### src/rtl/muldiv_unit.sv
// ---------------------------------------------------------------------------
// muldiv_unit
//   Iterative RV32M multiply/divide execute unit. Operands are captured at
//   start. The unit then runs a fixed DATA_WIDTH-step sequence: shift-add
//   multiply or restoring divide, on operand magnitudes. It applies the
//   result sign at the end. It presents the result for one cycle together
//   with the destination register and the register-file write enable.
//   Only one operation can be in flight. Upstream stalls while busy is high.
//
// Ports
//   clk     in   rising-edge clock
//   rst_n   in   asynchronous active-low reset
//   start   in   operation request, sampled only while idle
//   funct3  in   000 MUL, 001 MULH, 010 MULHSU, 011 MULHU,
//                100 DIV, 101 DIVU, 110 REM,    111 REMU
//   op1     in   rs1 value
//   op2     in   rs2 value
//   rd_in   in   destination register index
//   flush   in   abort the in-flight operation without writeback
//   busy    out  high from acceptance through the result cycle
//   done    out  one-cycle result-valid pulse
//   result  out  result, valid while done
//   rd_out  out  destination register, valid while done
//   wr_en   out  done && rd_out != 0
// ---------------------------------------------------------------------------
module muldiv_unit #(
  parameter int DATA_WIDTH     = 32,
  parameter int REG_DATA_WIDTH = 5
) (
  input  logic                      clk,
  input  logic                      rst_n,
  input  logic                      start,
  input  logic [2:0]                funct3,
  input  logic [DATA_WIDTH-1:0]     op1,
  input  logic [DATA_WIDTH-1:0]     op2,
  input  logic [REG_DATA_WIDTH-1:0] rd_in,
  input  logic                      flush,
  output logic                      busy,
  output logic                      done,
  output logic [DATA_WIDTH-1:0]     result,
  output logic [REG_DATA_WIDTH-1:0] rd_out,
  output logic                      wr_en
);

  localparam int CW = $clog2(DATA_WIDTH);

  typedef enum logic [1:0] {
    IDLE = 2'd0,
    BUSY = 2'd1,
    DONE = 2'd2
  } state_t;

  state_t state, state_next;

  logic [CW-1:0]             count;
  logic [2:0]                op_q;
  logic [REG_DATA_WIDTH-1:0] rd_q;
  logic                      negate_q;
  logic                      div_zero_q;
  // Multiply: acc_hi = running upper product, acc_lo = multiplier bits
  // shifting out as product bits shift in. Divide: acc_hi = partial
  // remainder, acc_lo = dividend bits shifting out as quotient bits shift in.
  logic [DATA_WIDTH-1:0]     acc_hi;
  logic [DATA_WIDTH-1:0]     acc_lo;
  logic [DATA_WIDTH-1:0]     operand_b;

  // Operand decode at acceptance.
  logic                  is_div;
  logic                  op1_signed, op2_signed;
  logic                  op1_neg, op2_neg;
  logic [DATA_WIDTH-1:0] mag1, mag2;
  logic                  negate_start;

  always_comb begin
    is_div       = funct3[2];
    op1_signed   = is_div ? ~funct3[0] : (funct3 != 3'b011);
    op2_signed   = is_div ? ~funct3[0] : ~funct3[1];
    op1_neg      = op1_signed & op1[DATA_WIDTH-1];
    op2_neg      = op2_signed & op2[DATA_WIDTH-1];
    mag1         = op1_neg ? -op1 : op1;
    mag2         = op2_neg ? -op2 : op2;
    // The remainder takes the dividend's sign. Everything else takes the xor of both signs.
    negate_start = (is_div && funct3[1]) ? op1_neg : (op1_neg ^ op2_neg);
  end

  // One iteration of each algorithm. Both are evaluated every cycle, and
  // the latched operation picks which one is committed.
  logic [DATA_WIDTH:0]   mul_sum;
  logic [DATA_WIDTH:0]   div_shift;
  logic [DATA_WIDTH:0]   div_diff;
  logic [DATA_WIDTH-1:0] hi_step, lo_step;

  always_comb begin
    mul_sum   = {1'b0, acc_hi} + (acc_lo[0] ? {1'b0, operand_b} : '0);
    div_shift = {acc_hi, acc_lo[DATA_WIDTH-1]};
    div_diff  = div_shift - {1'b0, operand_b};
    if (op_q[2]) begin
      // A set top bit means the trial subtraction borrowed, so restore.
      if (div_diff[DATA_WIDTH]) begin
        hi_step = div_shift[DATA_WIDTH-1:0];
        lo_step = {acc_lo[DATA_WIDTH-2:0], 1'b0};
      end else begin
        hi_step = div_diff[DATA_WIDTH-1:0];
        lo_step = {acc_lo[DATA_WIDTH-2:0], 1'b1};
      end
    end else begin
      hi_step = mul_sum[DATA_WIDTH:1];
      lo_step = {mul_sum[0], acc_lo[DATA_WIDTH-1:1]};
    end
  end

  // State register.
  always_ff @(posedge clk or negedge rst_n) begin
    if (!rst_n) state <= IDLE;
    else        state <= state_next;
  end

  // Next-state logic. Flush overrides every other transition.
  always_comb begin
    state_next = state;
    case (state)
      IDLE:    if (start) state_next = BUSY;
      BUSY:    if (count == CW'(DATA_WIDTH - 1)) state_next = DONE;
      DONE:    state_next = IDLE;
      default: state_next = IDLE;
    endcase
    if (flush) state_next = IDLE;
  end

  // Datapath registers: operands are captured on acceptance and then
  // advanced one step per BUSY cycle. Later input changes are ignored.
  always_ff @(posedge clk or negedge rst_n) begin
    if (!rst_n) begin
      count      <= '0;
      op_q       <= '0;
      rd_q       <= '0;
      negate_q   <= 1'b0;
      div_zero_q <= 1'b0;
      acc_hi     <= '0;
      acc_lo     <= '0;
      operand_b  <= '0;
    end else if (!flush) begin
      if (state == IDLE && start) begin
        count      <= '0;
        op_q       <= funct3;
        rd_q       <= rd_in;
        negate_q   <= negate_start;
        div_zero_q <= (op2 == '0);
        acc_hi     <= '0;
        acc_lo     <= is_div ? mag1 : mag2;
        operand_b  <= is_div ? mag2 : mag1;
      end else if (state == BUSY) begin
        count  <= count + 1'b1;
        acc_hi <= hi_step;
        acc_lo <= lo_step;
      end
    end
  end

  // Result formation. Division by zero is the one case that the sign fixup
  // does not produce: the quotient is forced to all ones. The remainder
  // naturally ends up equal to op1.
  logic [2*DATA_WIDTH-1:0] product;
  logic [DATA_WIDTH-1:0]   mul_res, quo_res, rem_res, final_res;

  always_comb begin
    product   = negate_q ? -{acc_hi, acc_lo} : {acc_hi, acc_lo};
    mul_res   = (op_q[1:0] == 2'b00) ? product[DATA_WIDTH-1:0]
                                     : product[2*DATA_WIDTH-1:DATA_WIDTH];
    quo_res   = div_zero_q ? '1 : (negate_q ? -acc_lo : acc_lo);
    rem_res   = negate_q ? -acc_hi : acc_hi;
    final_res = op_q[2] ? (op_q[1] ? rem_res : quo_res) : mul_res;
  end

  always_comb begin
    busy   = (state != IDLE);
    done   = (state == DONE);
    result = done ? final_res : '0;
    rd_out = done ? rd_q : '0;
    wr_en  = done && (rd_q != '0);
  end

endmodule

### config.mk
export PLATFORM = sky130hd
export DESIGN_NAME = muldiv_unit
export DESIGN_NICKNAME = d
export VERILOG_FILES = /design/src/rtl/muldiv_unit.sv
export SDC_FILE = /design/constraint.sdc
export NUM_CORES = 1
export LEC_CHECK = 0
export CELL_PAD_IN_SITES_DETAIL_PLACEMENT = 1
export CELL_PAD_IN_SITES_GLOBAL_PLACEMENT = 2
export CORE_MARGIN = 1.5
export CORE_UTILIZATION = 38
export CTS_CLUSTER_SIZE = 16
export DETAILED_ROUTE_END_ITERATION = 8
export GPL_ROUTABILITY_DRIVEN = 0
export PLACE_DENSITY = 0.94
export SYNTH_ARGS = -nofsm -noshare
export SYNTH_HDL_FRONTEND = slang
export SYNTH_SLANG_ARGS = --single-unit
### constraint.sdc
create_clock -name clk -period 6.1 [get_ports clk]
set_input_delay 1.22 -clock clk [delete_from_list [all_inputs] [get_ports clk]]
set_output_delay 1.22 -clock clk [all_outputs]
set_load 0.05 [all_outputs]
==> results.yml <==
status:
  status: "complete, no violations"
clock_tree:
  clockRootBuffer: "clkbuf_16"
  htree_num_levels: 4
  cts-buffers-inserted: 17
  postCtsSetupBuffers: 0
  cts.clk_slew.worst_paths_ps: 60
  clk_latency_ps: 440
  cts_hold_buf: 0
  cts_buffer_depth: 2
  cts.sinks: 113
  ctsResizeCount: 0
  cts_tree: "built"
yosys:
  synth_nets: 1998
  ys_ff_latch: 113
  yosys.cell_types.count: 71
  ys_warn_count: 0
  avgSynthCellArea_um2: 7.31
  synth_edf_count: 0
  ys_seq_area_share_pct: 20.9
  ys_async_sr_fraction_pct: 100
  synthCells: 1850
  syn-cell-area_um2: 13500
  synth_ff_type: "dfrtp_1"
setup_path:
  path_buf_inv: 1
  cpMostUsedCell: "or3_4"
  crit_family: "simple AND/OR/NAND/NOR gates"
  endpoint_kind: "output pin"
  crit_path_start_kind: "flop"
  crit_type: "reg2out"
  slowest_delay_ps: 760
  cp_max_fo: 8
  arrival_ps: 4550
  required_ps: 4880
  path_cells: "or3_4, or3_1, or3_4, or3_4, or4_4, o31a_1, or4_1, o2111ai_1, a31oi_1, clkdlybuf4s50_1"
  cp_slowest_cell: "clkdlybuf4s50_1"
place:
  dpl_cell_area_um2: 15100
  dp_hpwl_um: 44000
  port_buffers: 115
pwr:
  p_switching_mw: 3.34
  cellPowerDensity_nw_per_um2: 410
  p_comb_share_pct: 62.0
  leakagePower_nw: 6.69
  peakVddDrop_v: 0.000225
  switching_share_pct: 52.0
  p_clk_share_pct: 16.9
  p_int_mw: 3.09
  seqPwrFrac_pct: 21.1
timing:
  finalCritPeriodShare_pct: 94.7
  grt_setup_unrepaired: "no"
  skew_ps: 15.8
  hold_violations: 0
  max_clock_freq_mhz: 173
  setup_tns_ps: 0
  worstMarginPinSlew_ps: 1190
  finalCriticalPeriod_ps: 5770
  maxSlewViolCount: 0
  max_slew_margin_pct: 20.7
  hold_ws_ps: 488
  finalSetupViolations: 0
floorplanning:
  io_pins: 116
  core.rowCount: 68
  core_um2: 34800
  dieHeight_um: 192
  die_area_um2: 36700
  die_w_um: 192
  start_util_pct: 38.9
detailed_routing:
  initialDrtViolationCount: 1179
  drcViolationCount: 0
  ant_nets: 0
  routed_wirelength_um: 56600
  firstDrtPassIters: 5
  viasPerCell: 6.24
  vias: 14800
  avgRoutedWirePerCell_um: 23.9
global_route:
  antenna_found_initial: 0
  grt_pass1_vias: 15000
  grt_max_degree: 97
  grt_overflow: 0
  grt_pass1_wl_um: 87200
  grt.total_usage_pct: 31.0
final_layout:
  areaGrowthSynthToFinish_pct: 16.0
  utilization_pct: 45.1
  drive_gt1_share_pct: 5.85
  nets: 2049
  num_antenna_cells: 0
  fin_area_um2: 15700
worst_hold_path:
  hold_class: "reg2reg"
flow_run:
  cap_viol_max_count: 0
power by group through the flow:
stage               logic (mW)  registers, mW  clock network [mW]
floorplan                 2.86           1.13                   0
detailed placement        3.86           1.36                   0
finish                    3.99           1.36                1.08
global placement          3.76           1.34                   0
global route              4.31           1.38                1.11
CTS                       3.90           1.34                1.09
cell families (layout without fill, tap and decap cells):
logic type | count (synthesis) | after routing | share of synthesized area, %
compound gates | 615 | 615 | 28.7
mux | 68 | 68 | 5.10
simple gates | 595 | 595 | 20.1
fa+ha+maj | 72 | 72 | 6.77
buf+inv | 185 | 249 | 5.28
flops | 113 | 113 | 20.9
xor+xnor | 202 | 202 | 13.1
cells in the mapped netlist (9+ instances only):
| cell | n | area share, % |
|---|---|---|
| o221ai_1 | 14 | 0.91 |
| xnor2_1 | 97 | 6.3 |
| a31oi_1 | 20 | 0.93 |
| clkbuf_1 | 101 | 2.8 |
| o21a_1 | 13 | 0.72 |
| or3_1 | 20 | 0.93 |
| nor4_1 | 16 | 0.74 |
| o21ai_0 | 186 | 6.9 |
| a21oi_1 | 153 | 5.7 |
| o22a_1 | 9 | 0.58 |
| o211ai_1 | 18 | 1.0 |
| buf_1 | 13 | 0.36 |
| nand3_1 | 22 | 0.81 |
| o31ai_1 | 27 | 1.5 |
| inv_1 | 65 | 1.8 |
| a221o_1 | 16 | 1.2 |
| a21o_1 | 38 | 2.1 |
| xor2_1 | 105 | 6.8 |
| nor2_1 | 178 | 4.9 |
| nand2_1 | 220 | 6.1 |
| or2_2 | 13 | 0.60 |
| ha_1 | 70 | 6.5 |
| mux2i_1 | 61 | 4.5 |
| nor3_1 | 33 | 1.2 |
| a211oi_1 | 20 | 1.1 |
| a22oi_1 | 21 | 1.2 |
| a221oi_1 | 9 | 0.58 |
| dfrtp_1 | 113 | 21 |
| o41ai_1 | 15 | 0.97 |
| nand4_1 | 12 | 0.56 |
| or4_1 | 15 | 0.83 |
| nand2b_1 | 17 | 0.79 |
| and2_1 | 19 | 0.88 |
metrics by stage:
stage / worst slack [ps] / std cells / total power, mW
6_report: 326 / 2369 / 6.43
5_1_grt: 183 / 2369 / 6.81
4_1_cts: 328 / 2369 / 6.33
3_5_place_dp: 800 / 2337 / 5.21
3_3_place_gp: 848 / 2337 / 5.10
2_1_floorplan: 660 / 1850 / 3.99
path summary, 6_finish.rpt:
kind / from / endpoint / slack [ps] / cells past startpoint
setup / recovery: acc_hi[17] / result[27] / 330 / 10
hold / removal: operand_b[21] / operand_b[21] / 490 / 2
setup reg to reg: acc_hi[0] / acc_hi[7] / 1340 / 12
hold reg to reg: operand_b[21] / operand_b[21] / 490 / 2
max in group asynchronous: rst_n / negate_q / 4170 / 2
min in group asynchronous: rst_n / acc_hi[31] / 800 / 1
tightest hold or removal path, delay by kind of cell (launching register included):
| kind | cells | cell delay (ps) |
|---|---|---|
| AO/OA/AOI/OAI | 1 | 60 |
| flip-flops | 1 | 350 |
| AND/OR/NAND/NOR | 1 | 50 |
cell type report:
cell class | count | area (µm²)
Clock buffer | 17 | 425
Clock inverter | 15 | 188
Fill cell | 4356 | 19100
Inverter | 66 | 248
Multi-Input combinational cell | 1552 | 10000
Sequential cell | 113 | 2830
Tap cell | 455 | 569
Timing Repair Buffer | 151 | 1410
cell usage in the layout, fill, tap and decap left out, types with 44 or more instances in the layout:
master / instances
o21ai_0: 186
xor2_1: 105
mux2i_1: 61
a21oi_1: 153
buf_4: 44
nand2_1: 220
clkdlybuf4s50_1: 106
inv_1: 65
dfrtp_1: 111
xnor2_1: 97
ha_1: 70
nor2_1: 176
sequential cells by signal (all words and copies together), names as in the netlist:
register,count
acc_hi,32
acc_lo,32
operand_b,32
count,5
rd_q,5
op_q,3
state,2
div_zero_q,1
negate_q,1
metal layers:
| metal | global-route usage [%] | routed length [µm] | vias up |
|---|---|---|---|
| met1 | 40.4 | 24600 | 7319 |
| met2 | 49.9 | 25700 | 553 |
| met3 | 4.20 | 3360 | 117 |
| met4 | 16.0 | 2940 | 0 |
| met5 | 0 | 0 | - |
| li1 | - | - | 6782 |
Note: power is estimated with default switching activity, not from simulation.
